### src/rtl/fir_mac_ctrl.sv
// Sequential single-MAC FIR: one accepted sample triggers LENGTH multiply-accumulates against a
// registered-read coefficient memory, then presents one filtered result.
module fir_mac_ctrl #(
    parameter int WIDTH     = 16,
    parameter int LENGTH    = 64,
    parameter int ACC_WIDTH = 2 * WIDTH + $clog2(LENGTH)
) (
    input  logic                       clk,
    input  logic                       rst,
    input  logic [WIDTH-1:0]           in_data,
    input  logic                       in_valid,
    output logic                       in_ready,
    output logic [$clog2(LENGTH):0]    coeff_addr,
    input  logic [WIDTH-1:0]           coeff_data,
    output logic [ACC_WIDTH-1:0]       out_data,
    output logic                       out_valid
);

    localparam int AW = $clog2(LENGTH);

    typedef enum logic [1:0] {
        StIdle,
        StRun,
        StDrain,
        StDone
    } state_e;

    state_e                 state_q, state_d;
    logic [AW-1:0]          k_q, k_d;
    logic [AW-1:0]          wp_q, wp_d;
    logic signed [WIDTH-1:0] x_q, x_d;
    logic [ACC_WIDTH-1:0]   acc_q, acc_d;
    logic [ACC_WIDTH-1:0]   out_data_q, out_data_d;
    logic [WIDTH-1:0]       hist_q [LENGTH];
    logic                   hist_we;
    logic [AW-1:0]          rd_idx;
    logic signed [2*WIDTH-1:0] prod;
    logic [ACC_WIDTH-1:0]   prod_ext;
    int                     idx;

    // x_q lags the issued address by one cycle, matching the memory's read latency.
    assign prod     = x_q * $signed(coeff_data);
    assign prod_ext = ACC_WIDTH'(prod);
    assign out_data = out_data_q;

    always_comb begin
        idx = int'(wp_q) - int'(k_q);
        if (idx < 0) begin
            idx = idx + LENGTH;
        end
        rd_idx = AW'(idx);
    end

    always_comb begin
        state_d    = state_q;
        k_d        = k_q;
        wp_d       = wp_q;
        x_d        = x_q;
        acc_d      = acc_q;
        out_data_d = out_data_q;
        hist_we    = 1'b0;
        in_ready   = 1'b0;
        out_valid  = 1'b0;
        coeff_addr = '0;
        unique case (state_q)
            StIdle: begin
                in_ready = 1'b1;
                if (in_valid) begin
                    hist_we = 1'b1;
                    acc_d   = '0;
                    k_d     = '0;
                    state_d = StRun;
                end
            end
            StRun: begin
                coeff_addr = {1'b0, k_q};
                x_d        = hist_q[rd_idx];
                if (k_q != '0) begin
                    acc_d = acc_q + prod_ext;
                end
                if (k_q == AW'(LENGTH - 1)) begin
                    state_d = StDrain;
                end else begin
                    k_d = k_q + AW'(1);
                end
            end
            StDrain: begin
                coeff_addr = {1'b0, k_q};
                acc_d      = acc_q + prod_ext;
                out_data_d = acc_q + prod_ext;
                state_d    = StDone;
            end
            StDone: begin
                out_valid = 1'b1;
                wp_d      = (wp_q == AW'(LENGTH - 1)) ? '0 : wp_q + AW'(1);
                state_d   = StIdle;
            end
            default: begin
                state_d = StIdle;
            end
        endcase
    end

    always_ff @(posedge clk or posedge rst) begin
        if (rst) begin
            state_q    <= StIdle;
            k_q        <= '0;
            wp_q       <= '0;
            x_q        <= '0;
            acc_q      <= '0;
            out_data_q <= '0;
        end else begin
            state_q    <= state_d;
            k_q        <= k_d;
            wp_q       <= wp_d;
            x_q        <= x_d;
            acc_q      <= acc_d;
            out_data_q <= out_data_d;
        end
    end

    // Cleared on reset so taps older than the first sample read as zero.
    always_ff @(posedge clk or posedge rst) begin
        if (rst) begin
            for (int i = 0; i < LENGTH; i++) begin
                hist_q[i] <= '0;
            end
        end else if (hist_we) begin
            hist_q[wp_q] <= in_data;
        end
    end

endmodule

### config.mk
export PLATFORM = sky130hd
export DESIGN_NAME = fir_mac_ctrl
export DESIGN_NICKNAME = d
export VERILOG_FILES = /design/src/rtl/fir_mac_ctrl.sv
export SDC_FILE = /design/constraint.sdc
export NUM_CORES = 2
export LEC_CHECK = 0
export BUFFER_PORTS_ARGS = -buffer_cell sky130_fd_sc_hd__buf_2
export CAP_MARGIN = 25
export CORE_MARGIN = 1.5
export CORE_UTILIZATION = 40
export CTS_BUF_LIST = sky130_fd_sc_hd__clkbuf_4
export CTS_CLUSTER_DIAMETER = 40
export DETAILED_ROUTE_END_ITERATION = 6
export HOLD_SLACK_MARGIN = 0.1
export MAX_ROUTING_LAYER = met4
export PLACE_DENSITY = 0.59
export SYNTH_ARGS = -nofsm -noshare
export SYNTH_HDL_FRONTEND = slang
export SYNTH_SLANG_ARGS = --single-unit
### constraint.sdc
create_clock -name clk -period 53.3 [get_ports clk]
set_clock_uncertainty 0.05 [all_clocks]
set_input_delay 7.995 -clock clk [delete_from_list [all_inputs] [get_ports clk]]
set_output_delay 7.995 -clock clk [all_outputs]
set_load 0.1 [all_outputs]
==> Word level (Yosys, flattened, before mapping) <==
Index checks and enable logic that the tools add are counted.
{ "word_totals": {"regBits": 1130, "latchBits": 0, "ramBits": 0, "mem_bits_ro": 0, "inputBits": 35, "output_inout_bits": 47, "word_cells": 122, "memories": 0} }
{ "op_classes": {"n_addsub": 5, "n_mul": 1, "div_mod_pow": 0, "magnitude_cmp": 4, "eq_ne": 9, "shift": 0, "n_mux": 22, "bitwise_logic": 2, "n_reduce_logical": 9} }
{ "op_table": {"columns": ["operator", "n"], "rows": [
  ["$bwmux 1024", 1],
  ["$pmux 38 s3", 1],
  ["$bmux 16 s6", 1],
  ["$demux 16 s6", 1],
  ["$mux 38", 2],
  ["$mux 16", 3],
  ["$add 38x38->38", 1],
  ["$mul 16x16->32", 1],
  ["$mux 6", 5],
  ["$add 6x1->6 const B", 3],
  ["$ge 7x7->1 const B", 2],
  ["$lt 7x1->1 const B", 2],
  ["$not 6->7", 2],
  ["$eq 6x6->1 const B", 2],
  ["$pmux 6 s2", 1],
  ["$ne 2x2->1 const B", 4],
  ["$pmux 2 s4", 1],
  ["$sub 6x6->7", 1],
  ["$reduce_and 3->1", 2],
  ["$reduce_bool 6->1", 1],
  ["$eq 2x2->1 const B", 2],
  ["$mux 1", 4],
  ["$mux 2", 2],
  ["$reduce_bool 3->1", 1],
  ["6 further kinds", 6]
]} }

==> Longest topological paths before layout <==
{ "depth": {"depth_word": 7, "ltp_mapped": 34, "mapped_depth_nobuf": 33} }

==> Worst setup path after synthesis <==
No wires, ideal clock.
{ "synth_path": {"path_kind": "input port to flip-flop", "from": "input port coeff_data[1]", "to": "register acc_q[37]", "setup_ns": 0.126, "arrival_ns": 15.375, "required_ns": 53.124, "setup_slack_ns": 37.749, "stages": 29, "path_buffers": 1, "cell_sequence": "clkbuf_1 -> nand2_1 -> fa_1 -> fa_1 -> fa_1 -> fa_1 -> inv_1 -> fa_1 -> fa_1 -> ha_1 -> a211o_1 -> a2111oi_0 -> nor3b_1 -> o2111ai_1 -> a311oi_1 -> o21a_1 -> o21ai_0 -> mux2i_1 -> nand2_1 -> ha_1 -> a21o_1 -> a21oi_1 -> o21bai_1 -> a21o_1 -> a21oi_1 -> o211ai_1 -> a21o_1 -> and2_0 -> a221o_1"} }
{ "synth_between": {"elab_chain_cells": 4} }
{ "synth_lines": {"columns": ["element", "line_no", "source"], "rows": [
  ["start, declared", "14", "input logic [WIDTH-1:0] coeff_data,"],
  ["$mul 16x16->32 *", "42", "assign prod = x_q * $signed(coeff_data);"],
  ["$add 38x38->38 *", "79, 89", null],
  ["$mux 38", "78", "if (k_q != '0) begin"],
  ["$pmux 38 s3 *", "65", "unique case (state_q)"],
  ["end signal, assigned", "110", "acc_q <= '0;"],
  ["end signal, assigned", "117", "acc_q <= acc_d;"],
  ["end, declared", "32", "logic [ACC_WIDTH-1:0] acc_q, acc_d;"]
]} }
Every way passes the cells marked *; elsewhere a longest branch is shown, timed or not. The select of a mux whose other input is x is not followed.
A chain may end at the register's enable or synchronous reset.

==> Worst setup path after layout <==
Same ends and word-level chain as after synthesis.

==> results.sh <==
export IMPL_crit_top_cell="fa_1"
export IMPL_place_inst=6350
export IMPL_yosysTopAreaCell="dfrtp_1"
export IMPL_viasPerCell=5.38
export IMPL_failed_checks="design-rule violations"
export IMPL_syn_nets=4866
export IMPL_root_buffer="clkbuf_4"
export IMPL_async_flop_share=1.00
export IMPL_grt_pass1_vias=39700
export IMPL_critPathLaunchType="primary input"
export IMPL_final_antenna_net_count=0
export IMPL_yosys_top_cells_area="dfrtp_1 45%, mux2_2 19%, mux4_2 12%"
export IMPL_slew_headroom=0.234
export IMPL_netlist_instances=4434
export IMPL_final_setup_worst_slack_ns=37.92
export IMPL_setup_viol=0
export IMPL_crit_type="in -> reg"
export IMPL_worst_slew_pin_slew_ns=1.14
export IMPL_arrival_ns=16.34
export IMPL_post_cts_resized=0
export IMPL_nFillCells=14100
export IMPL_rows=144
export IMPL_dp_hpwl_um=97200
export IMPL_htree_levels=5
export IMPL_postCtsHoldBufs=0
export IMPL_crit_slowest_cell="a2111oi_0"
export IMPL_rsz0062_at_grt="no"
export IMPL_place_ws_ns=36.84
export IMPL_die_h_um=397
export IMPL_ys_ff_latch=1130
export IMPL_cpPeakStageDelay_ns=0.64
export IMPL_required_ns=54.25
export IMPL_fmax_mhz=65.0
export IMPL_vias=37000
export IMPL_mostFrequentLayoutCells="1130 x dfrtp_1, 1075 x mux2_2, 474 x clkbuf_4"
export IMPL_synth_top_cell_area_share=0.455
export IMPL_insertion_delay_ns=1.22
export IMPL_grt_pass1_wl_um=239000
export IMPL_layoutNonFillerInstCount=6878
export IMPL_area_delta_synth_final_pct=10.8
export IMPL_synth_flop_cell="dfrtp_1"
export IMPL_drt_iter0_drc=2021
export IMPL_core_um2=154000
export IMPL_max_cap_viol_count=0
export IMPL_wire_per_inst_um=22.2
export IMPL_grtUsageTotal=0.204
export IMPL_synth_cell_types=74
export IMPL_syn_cell_area_um2=62200
export IMPL_drive_gt1_frac=0.438
export IMPL_drt_wl_total_um=153000
export IMPL_hold_violations=0
export IMPL_die_area_um2=158000
export IMPL_drc_errors=26
export IMPL_synth_edf_count=0
export IMPL_yosysWarnings=0
export IMPL_hold_class="reg -> reg"
export IMPL_synth_seq_area_share=0.455
export IMPL_syn_area_per_cell_um2=14.0
export IMPL_pin_count=82
export IMPL_drt_pass1_iterations=7
export IMPL_layout_commonest_cell="dfrtp_1"
export IMPL_grt_max_degree=175
export IMPL_cts_setup_buffers=0
export IMPL_clock_sinks=1130
export IMPL_clk_pin_slew_ns=0.07
export IMPL_maxSlewViolCount=0
export IMPL_crit_fanout=16
export IMPL_antenna_found_initial=11
export IMPL_finalCritPeriodShare=0.289
export IMPL_grt_ovfl_total=0
export IMPL_cts_buffers=322
export IMPL_nets=5064
export IMPL_die_w_um=397
export IMPL_period_needed_ns=15.38
export IMPL_portBuffers=80
export IMPL_cp_end_kind="register"
export IMPL_tritoncts="yes"
export IMPL_cts_path_max_buffers=4
export IMPL_tns_ns=0
export IMPL_status="complete, but fails checks"
export IMPL_gp_congestion=0.857
export IMPL_start_util=0.403
==> stage by stage <==
stage | area (um^2) | util | hold slack, ns
final | 68900 | 0.447 | 0.435
after global routing | 68900 | 0.447 | 0.456
after global placement | 64900 | 0.421 | 0.420
after detailed placement | 65000 | 0.421 | 0.424
after floorplan | 62200 | - | 0.395
after CTS | 68800 | 0.446 | 0.437
==> critical path, delay by kind of cell <==
| kind | cells | cell delay (ns) |
|---|---|---|
| fa+ha+maj | 8 | 3.70 |
| mux | 1 | 0.21 |
| compound gates | 14 | 3.36 |
| buf+inv | 2 | 0.35 |
| simple gates | 4 | 0.69 |
==> synth_stat cells (all sizes together) (12+ instances only) <==
cell	instances
xnor2	62
a211oi	19
mux2	1076
dfrtp	1130
clkbuf	247
fa	264
a21o	37
a21oi	76
nor2b	26
nand4	12
xor2	16
o21ai	36
ha	133
nand3	17
buf	67
inv	312
nand2	189
nand2b	13
mux4	320
and2	127
nor2	111
mux2i	18
a22o	29
==> layout make-up <==
cell class	count	area [um^2]	share of cell area
Multi-Input combinational cell	2677	31600	0.459
Clock buffer	474	3560	0.0516
Antenna cell	12	30.0	0.000436
Sequential cell	1130	28300	0.410
Timing Repair Buffer	188	1420	0.0206
Tap cell	2044	2560	0.0371
Inverter	313	1180	0.0172
Clock inverter	40	263	0.00381
==> final timing paths <==
kind                               start  slack, ns          end  cells past startpoint
max                        coeff_data[1]      37.92    acc_q[37]                     29
min                             acc_q[2]       0.43     acc_q[2]                      2
max reg2reg                      x_q[10]      44.23    acc_q[37]                     28
min reg2reg                     acc_q[2]       0.43     acc_q[2]                      2
max in group asynchronous            rst      43.37  hist_q[184]                      5
min in group asynchronous            rst       6.94  hist_q[458]                      2
==> sequential cells by signal (all words and copies together) (netlist names) <==
| name | flops |
|---|---|
| hist_q | 1024 |
| acc_q | 38 |
| out_data | 38 |
| x_q | 16 |
| k_q | 6 |
| wp_q | 6 |
| state_q | 2 |
==> cell families (layout without fill, tap and decap cells) <==
logic type	after synthesis	after routing	share of synthesized area
AOI/OAI and AO/OA	255	255	0.0285
xor gates and xnor gates	79	79	0.0116
adders and majority gates	397	397	0.112
buffers and inverters	627	1015	0.0385
DFF	1130	1130	0.455
muxes	1414	1414	0.314
other	1	13	0.0000603
and+or+nand+nor	531	531	0.0412
==> routing by layer <==
| metal | vias up | GRT usage | routed length (um) |
|---|---|---|---|
| li1 | 16200 | - | - |
| met5 | - | - | 0 |
| met4 | 0 | 0.0634 | 3620 |
| met3 | 309 | 0.0358 | 6850 |
| met1 | 19600 | 0.271 | 69100 |
| met2 | 843 | 0.318 | 73100 |
Power is left out: the tool's default activity adds up to more than one toggle a clock period on the data nets, which glitch-free logic cannot reach.
